File: src/rtl/CorePack.sv
// Core-wide shared types.
//   data_t : machine-width data word (RV64).
package CorePack;

    localparam int XLEN = 64;

    typedef logic [XLEN-1:0] data_t;

endpackage : CorePack

File: src/rtl/CsrPack.sv
// CSR address map, mstatus bit positions and mcause encodings shared by
// the CSR file and anything that decodes CSR instructions.
package CsrPack;

    import CorePack::*;

    typedef logic [11:0] csr_addr_t;

    localparam csr_addr_t CSR_MSTATUS  = 12'h300;
    localparam csr_addr_t CSR_MIE      = 12'h304;
    localparam csr_addr_t CSR_MTVEC    = 12'h305;
    localparam csr_addr_t CSR_MSCRATCH = 12'h340;
    localparam csr_addr_t CSR_MEPC     = 12'h341;
    localparam csr_addr_t CSR_MCAUSE   = 12'h342;
    localparam csr_addr_t CSR_MTVAL    = 12'h343;
    localparam csr_addr_t CSR_MIP      = 12'h344;
    localparam csr_addr_t CSR_MCYCLE   = 12'hB00;
    localparam csr_addr_t CSR_MINSTRET = 12'hB02;
    localparam csr_addr_t CSR_MHARTID  = 12'hF14;

    localparam int MSTATUS_MIE    = 3;
    localparam int MSTATUS_MPIE   = 7;
    localparam int MSTATUS_MPP_LO = 11;
    localparam int MSTATUS_MPP_HI = 12;

    localparam data_t CAUSE_INSN_MISALIGNED = 64'd0;
    localparam data_t CAUSE_INSN_FAULT      = 64'd1;
    localparam data_t CAUSE_ILLEGAL_INSN    = 64'd2;
    localparam data_t CAUSE_BREAKPOINT      = 64'd3;
    localparam data_t CAUSE_ECALL_M         = 64'd11;

    function automatic logic csr_is_impl(input csr_addr_t addr);
        logic impl;
        impl = 1'b0;
        case (addr)
            CSR_MSTATUS, CSR_MIE, CSR_MTVEC, CSR_MSCRATCH, CSR_MEPC,
            CSR_MCAUSE, CSR_MTVAL, CSR_MIP, CSR_MCYCLE, CSR_MINSTRET,
            CSR_MHARTID: impl = 1'b1;
            default:     impl = 1'b0;
        endcase
        return impl;
    endfunction

endpackage : CsrPack

File: src/rtl/csr_counter.sv
// 64-bit free-running counter with software load.
//   clk, rst   : clock, synchronous active-high reset (clears to 0)
//   inc        : advance by one this cycle (wraps at 2^64-1)
//   load       : take load_data instead; the increment is dropped
//   load_data  : value loaded when load is high
//   count      : current count
module csr_counter
    import CorePack::*;
(
    input  logic  clk,
    input  logic  rst,
    input  logic  inc,
    input  logic  load,
    input  data_t load_data,
    output data_t count
);

    data_t count_q;
    data_t count_d;

    always_comb begin
        count_d = count_q;
        if (load) begin
            count_d = load_data;
        end else if (inc) begin
            count_d = count_q + 64'd1;
        end
    end

    always_ff @(posedge clk) begin
        if (rst) begin
            count_q <= '0;
        end else begin
            count_q <= count_d;
        end
    end

    assign count = count_q;

endmodule : csr_counter

File: src/rtl/csr_file.sv
// Machine-mode CSR file for a single-hart RV64 core.
//   clk, rst          : clock, synchronous active-high reset
//   csr_raddr/rdata   : combinational read port (current state, no bypass)
//   csr_illegal       : csr_raddr is not an implemented CSR
//   csr_we/waddr/wdata: write port, committed at the next rising edge
//   trap_*            : exception entry (mepc/mcause/mtval capture)
//   mret_valid        : return from trap
//   retire_valid      : one instruction retired (minstret increment)
//   redirect_valid/pc : fetch redirect for trap entry or mret
module csr_file
    import CorePack::*;
    import CsrPack::*;
#(
    parameter data_t HART_ID     = 64'h0,
    parameter data_t MTVEC_RESET = 64'h0
) (
    input  logic        clk,
    input  logic        rst,
    input  logic [11:0] csr_raddr,
    output logic [63:0] csr_rdata,
    output logic        csr_illegal,
    input  logic        csr_we,
    input  logic [11:0] csr_waddr,
    input  logic [63:0] csr_wdata,
    input  logic        trap_valid,
    input  logic [63:0] trap_pc,
    input  logic [63:0] trap_cause,
    input  logic [63:0] trap_tval,
    input  logic        mret_valid,
    input  logic        retire_valid,
    output logic        redirect_valid,
    output logic [63:0] redirect_pc
);

    logic  mstatus_mie_q,  mstatus_mie_d;
    logic  mstatus_mpie_q, mstatus_mpie_d;
    data_t mie_q,      mie_d;
    data_t mtvec_q,    mtvec_d;
    data_t mscratch_q, mscratch_d;
    data_t mepc_q,     mepc_d;
    data_t mcause_q,   mcause_d;
    data_t mtval_q,    mtval_d;
    data_t mip_q,      mip_d;

    data_t mcycle, minstret;
    data_t mstatus_rd;
    logic  sw_we;

    // Trap and mret both outrank a software write in the same cycle.
    assign sw_we = csr_we && !trap_valid && !mret_valid;

    csr_counter u_mcycle (
        .clk       (clk),
        .rst       (rst),
        .inc       (1'b1),
        .load      (sw_we && (csr_waddr == CSR_MCYCLE)),
        .load_data (csr_wdata),
        .count     (mcycle)
    );

    csr_counter u_minstret (
        .clk       (clk),
        .rst       (rst),
        .inc       (retire_valid),
        .load      (sw_we && (csr_waddr == CSR_MINSTRET)),
        .load_data (csr_wdata),
        .count     (minstret)
    );

    // Only MIE/MPIE are stored; MPP is hardwired to machine mode.
    always_comb begin
        mstatus_rd = '0;
        mstatus_rd[MSTATUS_MIE]  = mstatus_mie_q;
        mstatus_rd[MSTATUS_MPIE] = mstatus_mpie_q;
        mstatus_rd[MSTATUS_MPP_HI:MSTATUS_MPP_LO] = 2'b11;
    end

    always_comb begin
        mstatus_mie_d  = mstatus_mie_q;
        mstatus_mpie_d = mstatus_mpie_q;
        mie_d          = mie_q;
        mtvec_d        = mtvec_q;
        mscratch_d     = mscratch_q;
        mepc_d         = mepc_q;
        mcause_d       = mcause_q;
        mtval_d        = mtval_q;
        mip_d          = mip_q;

        if (trap_valid) begin
            mepc_d         = {trap_pc[63:1], 1'b0};
            mcause_d       = trap_cause;
            mtval_d        = trap_tval;
            mstatus_mpie_d = mstatus_mie_q;
            mstatus_mie_d  = 1'b0;
        end else if (mret_valid) begin
            mstatus_mie_d  = mstatus_mpie_q;
            mstatus_mpie_d = 1'b1;
        end else if (sw_we) begin
            case (csr_waddr)
                CSR_MSTATUS: begin
                    mstatus_mie_d  = csr_wdata[MSTATUS_MIE];
                    mstatus_mpie_d = csr_wdata[MSTATUS_MPIE];
                end
                CSR_MIE:      mie_d      = csr_wdata;
                CSR_MTVEC:    mtvec_d    = {csr_wdata[63:2], 2'b00};
                CSR_MSCRATCH: mscratch_d = csr_wdata;
                CSR_MEPC:     mepc_d     = {csr_wdata[63:1], 1'b0};
                CSR_MCAUSE:   mcause_d   = csr_wdata;
                CSR_MTVAL:    mtval_d    = csr_wdata;
                CSR_MIP:      mip_d      = csr_wdata;
                default: ;
            endcase
        end
    end

    always_ff @(posedge clk) begin
        if (rst) begin
            mstatus_mie_q  <= 1'b0;
            mstatus_mpie_q <= 1'b0;
            mie_q          <= '0;
            mtvec_q        <= MTVEC_RESET;
            mscratch_q     <= '0;
            mepc_q         <= '0;
            mcause_q       <= '0;
            mtval_q        <= '0;
            mip_q          <= '0;
        end else begin
            mstatus_mie_q  <= mstatus_mie_d;
            mstatus_mpie_q <= mstatus_mpie_d;
            mie_q          <= mie_d;
            mtvec_q        <= mtvec_d;
            mscratch_q     <= mscratch_d;
            mepc_q         <= mepc_d;
            mcause_q       <= mcause_d;
            mtval_q        <= mtval_d;
            mip_q          <= mip_d;
        end
    end

    always_comb begin
        csr_rdata = '0;
        case (csr_raddr)
            CSR_MSTATUS:  csr_rdata = mstatus_rd;
            CSR_MIE:      csr_rdata = mie_q;
            CSR_MTVEC:    csr_rdata = mtvec_q;
            CSR_MSCRATCH: csr_rdata = mscratch_q;
            CSR_MEPC:     csr_rdata = mepc_q;
            CSR_MCAUSE:   csr_rdata = mcause_q;
            CSR_MTVAL:    csr_rdata = mtval_q;
            CSR_MIP:      csr_rdata = mip_q;
            CSR_MCYCLE:   csr_rdata = mcycle;
            CSR_MINSTRET: csr_rdata = minstret;
            CSR_MHARTID:  csr_rdata = HART_ID;
            default:      csr_rdata = '0;
        endcase
    end

    assign csr_illegal = !csr_is_impl(csr_raddr);

    // Redirect targets use the pre-edge register values.
    assign redirect_valid = !rst && (trap_valid || mret_valid);
    assign redirect_pc    = trap_valid ? mtvec_q : mepc_q;

endmodule : csr_file

File: config.mk
export PLATFORM = sky130hd
export DESIGN_NAME = csr_file
export DESIGN_NICKNAME = d
export VERILOG_FILES = /design/src/rtl/CorePack.sv /design/src/rtl/CsrPack.sv /design/src/rtl/csr_counter.sv /design/src/rtl/csr_file.sv
export SDC_FILE = /design/constraint.sdc
export NUM_CORES = 2
export LEC_CHECK = 0
export CORE_ASPECT_RATIO = 1.5
export CORE_MARGIN = 3
export CORE_UTILIZATION = 45
export CTS_CLUSTER_DIAMETER = 200
export CTS_CLUSTER_SIZE = 16
export DETAILED_ROUTE_END_ITERATION = 10
export PLACE_DENSITY = 0.68
export SETUP_SLACK_MARGIN = 0.05
export SYNTH_ARGS = -nofsm -noshare
export SYNTH_HDL_FRONTEND = slang
export SYNTH_SLANG_ARGS = --single-unit
File: constraint.sdc
create_clock -name clk -period 5.14 [get_ports clk]
set_clock_uncertainty 0.15 [all_clocks]
set_input_delay 0.514 -clock clk [delete_from_list [all_inputs] [get_ports clk]]
set_output_delay 0.514 -clock clk [all_outputs]
set_load 0.005 [all_outputs]
After elaboration in Yosys (flattened, before gate mapping):

Index checks and enable logic that the tools add are counted.

* word-level logic and storage cells: 92
* output and inout port bits: 130
* input port bits: 286
* register bits: 575

* muxes and demuxes: 25
* reductions and logical operators: 30
* bitwise gates (word level): 2
* equal/unequal tests: 22
* add/subtract/negate cells: 2

Operator list (count)
* two-way mux 64 bit: 16
* case mux 64 bit (10 select lines): 1
* equality test 12 x 10 -> 1 bit (second input constant): 16
* adder 64 x 1 -> 64 bit (second input constant): 2
* equality test 12 bit (second input constant): 5
* AND reduction 4 bit: 4
* nonzero test 2 bit: 7
* OR reduction 11 bit: 1
* AND reduction 3 bit: 3
* two-way mux 1 bit: 8
* nonzero test 3 bit: 2
* logical AND 1 bit: 5
* logical NOT 1 bit: 4
* AND reduction 2 bit: 2
* != test 2 bit (second input constant): 1
* NOT 1 bit: 2
* OR reduction 2 bit: 1
* logical OR 1 bit: 1

Depth between registers and ports, before layout:

* depth in word-level cells: 6
* gate-level depth with buffers: 10

Modules after synthesis:

From an unflattened synthesis, not the netlist that was laid out.

* cells, all modules: 3638
* area total of the unflattened synthesis: 31271.2 um^2

By module, submodules not included
* csr_file: times used 1, area each 23612.6 um^2, cells each 2649
* csr_counter (u_mcycle): times used 1, area each 3893.7 um^2, cells each 509
* csr_counter (u_minstret): times used 1, area each 3764.9 um^2, cells each 480

Least setup slack after synthesis:

OpenSTA, ideal clock, no wires.

* path type: input to output
* start: input csr_raddr[11]
* end: output csr_rdata[13]
* stages: 8
* arrival: 2.285 ns
* path slack: 2.191 ns
* data required time: 4.476 ns
* buffers on the path: 3
* path through: clkbuf_1 -> nor4b_1 -> nand4_1 -> nor2_1 -> buf_2 -> buf_1 -> a222oi_1 -> nand3_1

* cells in the longest elaborated chain, start to end: 2
* elaborated cells on any way between the ends: 11
* those cells by class: 10 x eq/ne; 1 x mux

RTL lines
* start, declared: line csr_file.sv:19 `input logic [11:0] csr_raddr,`
* equality test 12 bit or equality test 12 x 10 -> 1 bit (tied branches): line csr_file.sv:142 `case (csr_raddr)`
* case mux 64 bit (10 select lines) *: line csr_file.sv:142
* end, declared: line csr_file.sv:20 `output logic [63:0] csr_rdata,`

Every way passes the cells marked *; elsewhere a longest branch is shown, timed or not.

Worst setup path after layout:

* start: input csr_raddr[3]
* end: output csr_rdata[56]

The elaborated chain is that of the path after synthesis.

==> results.txt <==
critical path's slowest cell = or4b_1
die area = 69,200 sq um
port bufs = 413
CTS Hold Bufs = 0
post-layout instance area = 35,500 sq um
Area Overhead vs Synth = 19.5%
clock tree buffer depth = 3
crit path cell chain = clkdlybuf4s50_1, or4b_1, nor2_1, buf_4, a2bb2oi_1, o21ai_0, a222oi_1, nand2_1, clkdlybuf4s50_1
R2R setup slack = 1.82 ns
count of final hold-check violations = 0
Tot GR Track Use = 32.3%
crit start category = input pin
Mapped Cells = 3,493
Synth Flop Type = dfxtp_1
crit-path most repeated cell = clkdlybuf4s50_1
Arr. time, crit path = 3.79 ns
fin worst setup slack = 0.686 ns
htree depth = 2
Final Util = 54.7%
pre-CTS setup slack = 0.759 ns
Top Ports = 416
Comb pwr share = 10.2%
Worst-Margin Slew = 1.09 ns
total CTS buffers = 41
Internal = 6.40 mW
#FFs+latches synth = 575
placed cells = 4,531
largest net degree at the start of global routing = 147
core area = 64,900 sq um
Leak = 12.6 nW
Final Power = 8.47 mW
Peak supply drop = 0.000180 V
Worst-path clk slew = 0.07 ns
Power Density = 239 nW/um^2
clock sinks = 575
initial drt markers = 2,863
status = finished clean
# setup viols final = 0
CP Capture Type = output pin
number of synthesized flops with an enable pin = 0
Worst Hold Class = in -> reg
tightest hold margin = 0.193 ns
sequential area share after synthesis = 38.7%
Max Fclk = 225 MHz
grt total ovfl = 0
CP max stage delay = 0.66 ns
Rows = 114
post-detailed-route DRC marker count = 0
TritonRoute pass-1 iters = 8
total number of vias = 27,721
vias in the first global route = 27,241
switching part of the total = 24.4%
kind of critical path = in -> out
Post-DRT Antenna Nets = 0
Post-Syn Nets = 3,781
die width = 216 um
distinct cell type count after synthesis = 73
Syn Area/Cell = 8.51 sq um
Clk pwr share = 35.5%
Initial Util = 45.8%
fin nets = 3,992
GPL Wtd Cong = 0.907
fin cells = 4,588
Post-Place Cell Area = 34,400 sq um
clock latency on the worst-skew pair = 0.59 ns
final wirelength = 116 mm
Die Y = 321 um
Sequential Power Share = 54.3%
global-route wire length before repair = 171 mm
initial antenna violation count = 11
max cap viols = 0
CP max FO = 8
Final min period = 4.45 ns
CTS resizes = 0
Mapped Area = 29,700 sq um
TNS Setup = 0 ns
RSZ-0062 raised after global routing = false
async set-reset flop share out of synthesis = 0%
Tcrit/Tclk final = 86.6%
CTS tree = built
Psw = 2.07 mW
ratio of cells with drive above 1 in the final layout = 12.4%
Rel. slew slack = 27.2%
Root Driver = clkbuf_16
Avg WL per Cell = 25.3 um
Yosys warning total = 0
Worst EP required = 4.48 ns
Final HPWL DP = 78.7 mm
Post-CTS Setup Bufs = 0
Vias/cell = 6.04
fin. max-slew vios = 0
logic make-up after synthesis:
group	Yosys count	synth area share, %
compound gates	672	15.4
xor+xnor	118	3.48
fa+ha+maj	2	0.0842
buf+inv	356	5.37
flops	575	38.7
mux	494	17.7
other cells	1	0.0126
simple gates	1275	19.2
state kept, by name (all words and copies together) (netlist names):
register and cells:
u_mcycle.count 64, mstatus_mie_q 1, mtvec_q 62, u_minstret.count 64, mepc_q 63, mie_q 64, mcause_q 64, mtval_q 64
mstatus_mpie_q 1, mscratch_q 64, mip_q 64
cell usage in the layout, fill, tap and decap left out, drive strengths merged, types with 90 or more instances in the layout:
cell             n
a211oi         116
a21oi          260
buf             93
clkdlybuf4s50  410
dfxtp          575
mux2           254
mux2i          240
nand2          614
nand3           90
nor2           374
routing by layer:
| metal | global-route usage (%) | up-vias | part of all wire (%) |
|---|---|---|---|
| met1 | 37.9 | 13431 | 37 |
| li1 | - | 12778 | - |
| met4 | 17.6 | 0 | 6.0 |
| met3 | 4.79 | 291 | 7.3 |
| met5 | 0 | - | 0 |
| met2 | 56.5 | 1221 | 49 |
cell type report:
class / instances / area [sq um]
Clock buffer: 42 / 1030
Tap cell: 870 / 1090
Timing Repair Buffer: 503 / 5000
Sequential cell: 575 / 11500
Multi-Input combinational cell: 2562 / 16700
Inverter: 21 / 78.8
Fill cell: 6117 / 29400
Antenna cell: 15 / 37.5
synth_stat cells, drive strengths merged (4+ instances only):
library cell  count  area (sq um)
nor2            374          1410
mux2i           240          2400
nor2b             7          43.8
and2              5          31.3
a22oi            44           330
a2bb2oi          10          87.6
inv              21          78.8
o221a             4          45.0
or2               4          25.0
mux2            254          2860
a21o              5          37.5
xnor2            72           631
a211oi          116           881
nand4            35           244
a22o             33           289
o21ai            55           275
xor2             46           403
nand3            90           460
and3             28           176
nor4             23           269
clkbuf          175           659
dfxtp           575         11500
o211ai           12          90.1
a221oi           30           263
o2bb2ai          11          96.3
or3              17           111
buf             160           858
a222oi           67           671
nor4b             5          50.0
a311oi            7          61.3
nor3             41           273
a221o             8          80.1
a21oi           260          1300
nand2           614          2300
and4             11          96.3
nand2b            4          27.5
final timing paths:
check                                     endpoint               from  cells past startpoint
worst max-delay path                 csr_rdata[56]       csr_raddr[3]                      9
worst min-delay path                    mepc_q[21]         trap_valid                      3
worst max register to register  u_mcycle.count[63]  u_mcycle.count[0]                      6
worst min register to register           mip_q[20]          mip_q[20]                      2
power by group through the flow:
stage / logic, mW / registers [mW] / clock network, mW
after floorplan: 0.453 / 4.69 / 0
after global placement: 0.848 / 4.70 / 0
after detailed placement: 0.853 / 4.71 / 0
after CTS: 0.858 / 4.60 / 3.05
after global routing: 0.914 / 4.61 / 3.18
final: 0.862 / 4.60 / 3.01
critical path, delay by kind of cell:
kind / cells / cell delay (ns)
AND/OR/NAND/NOR: 3 / 1.25
buffers and inverters: 3 / 1.44
AO/OA/AOI/OAI: 3 / 0.59
No activity file was read; power rests on OpenSTA's default activity.
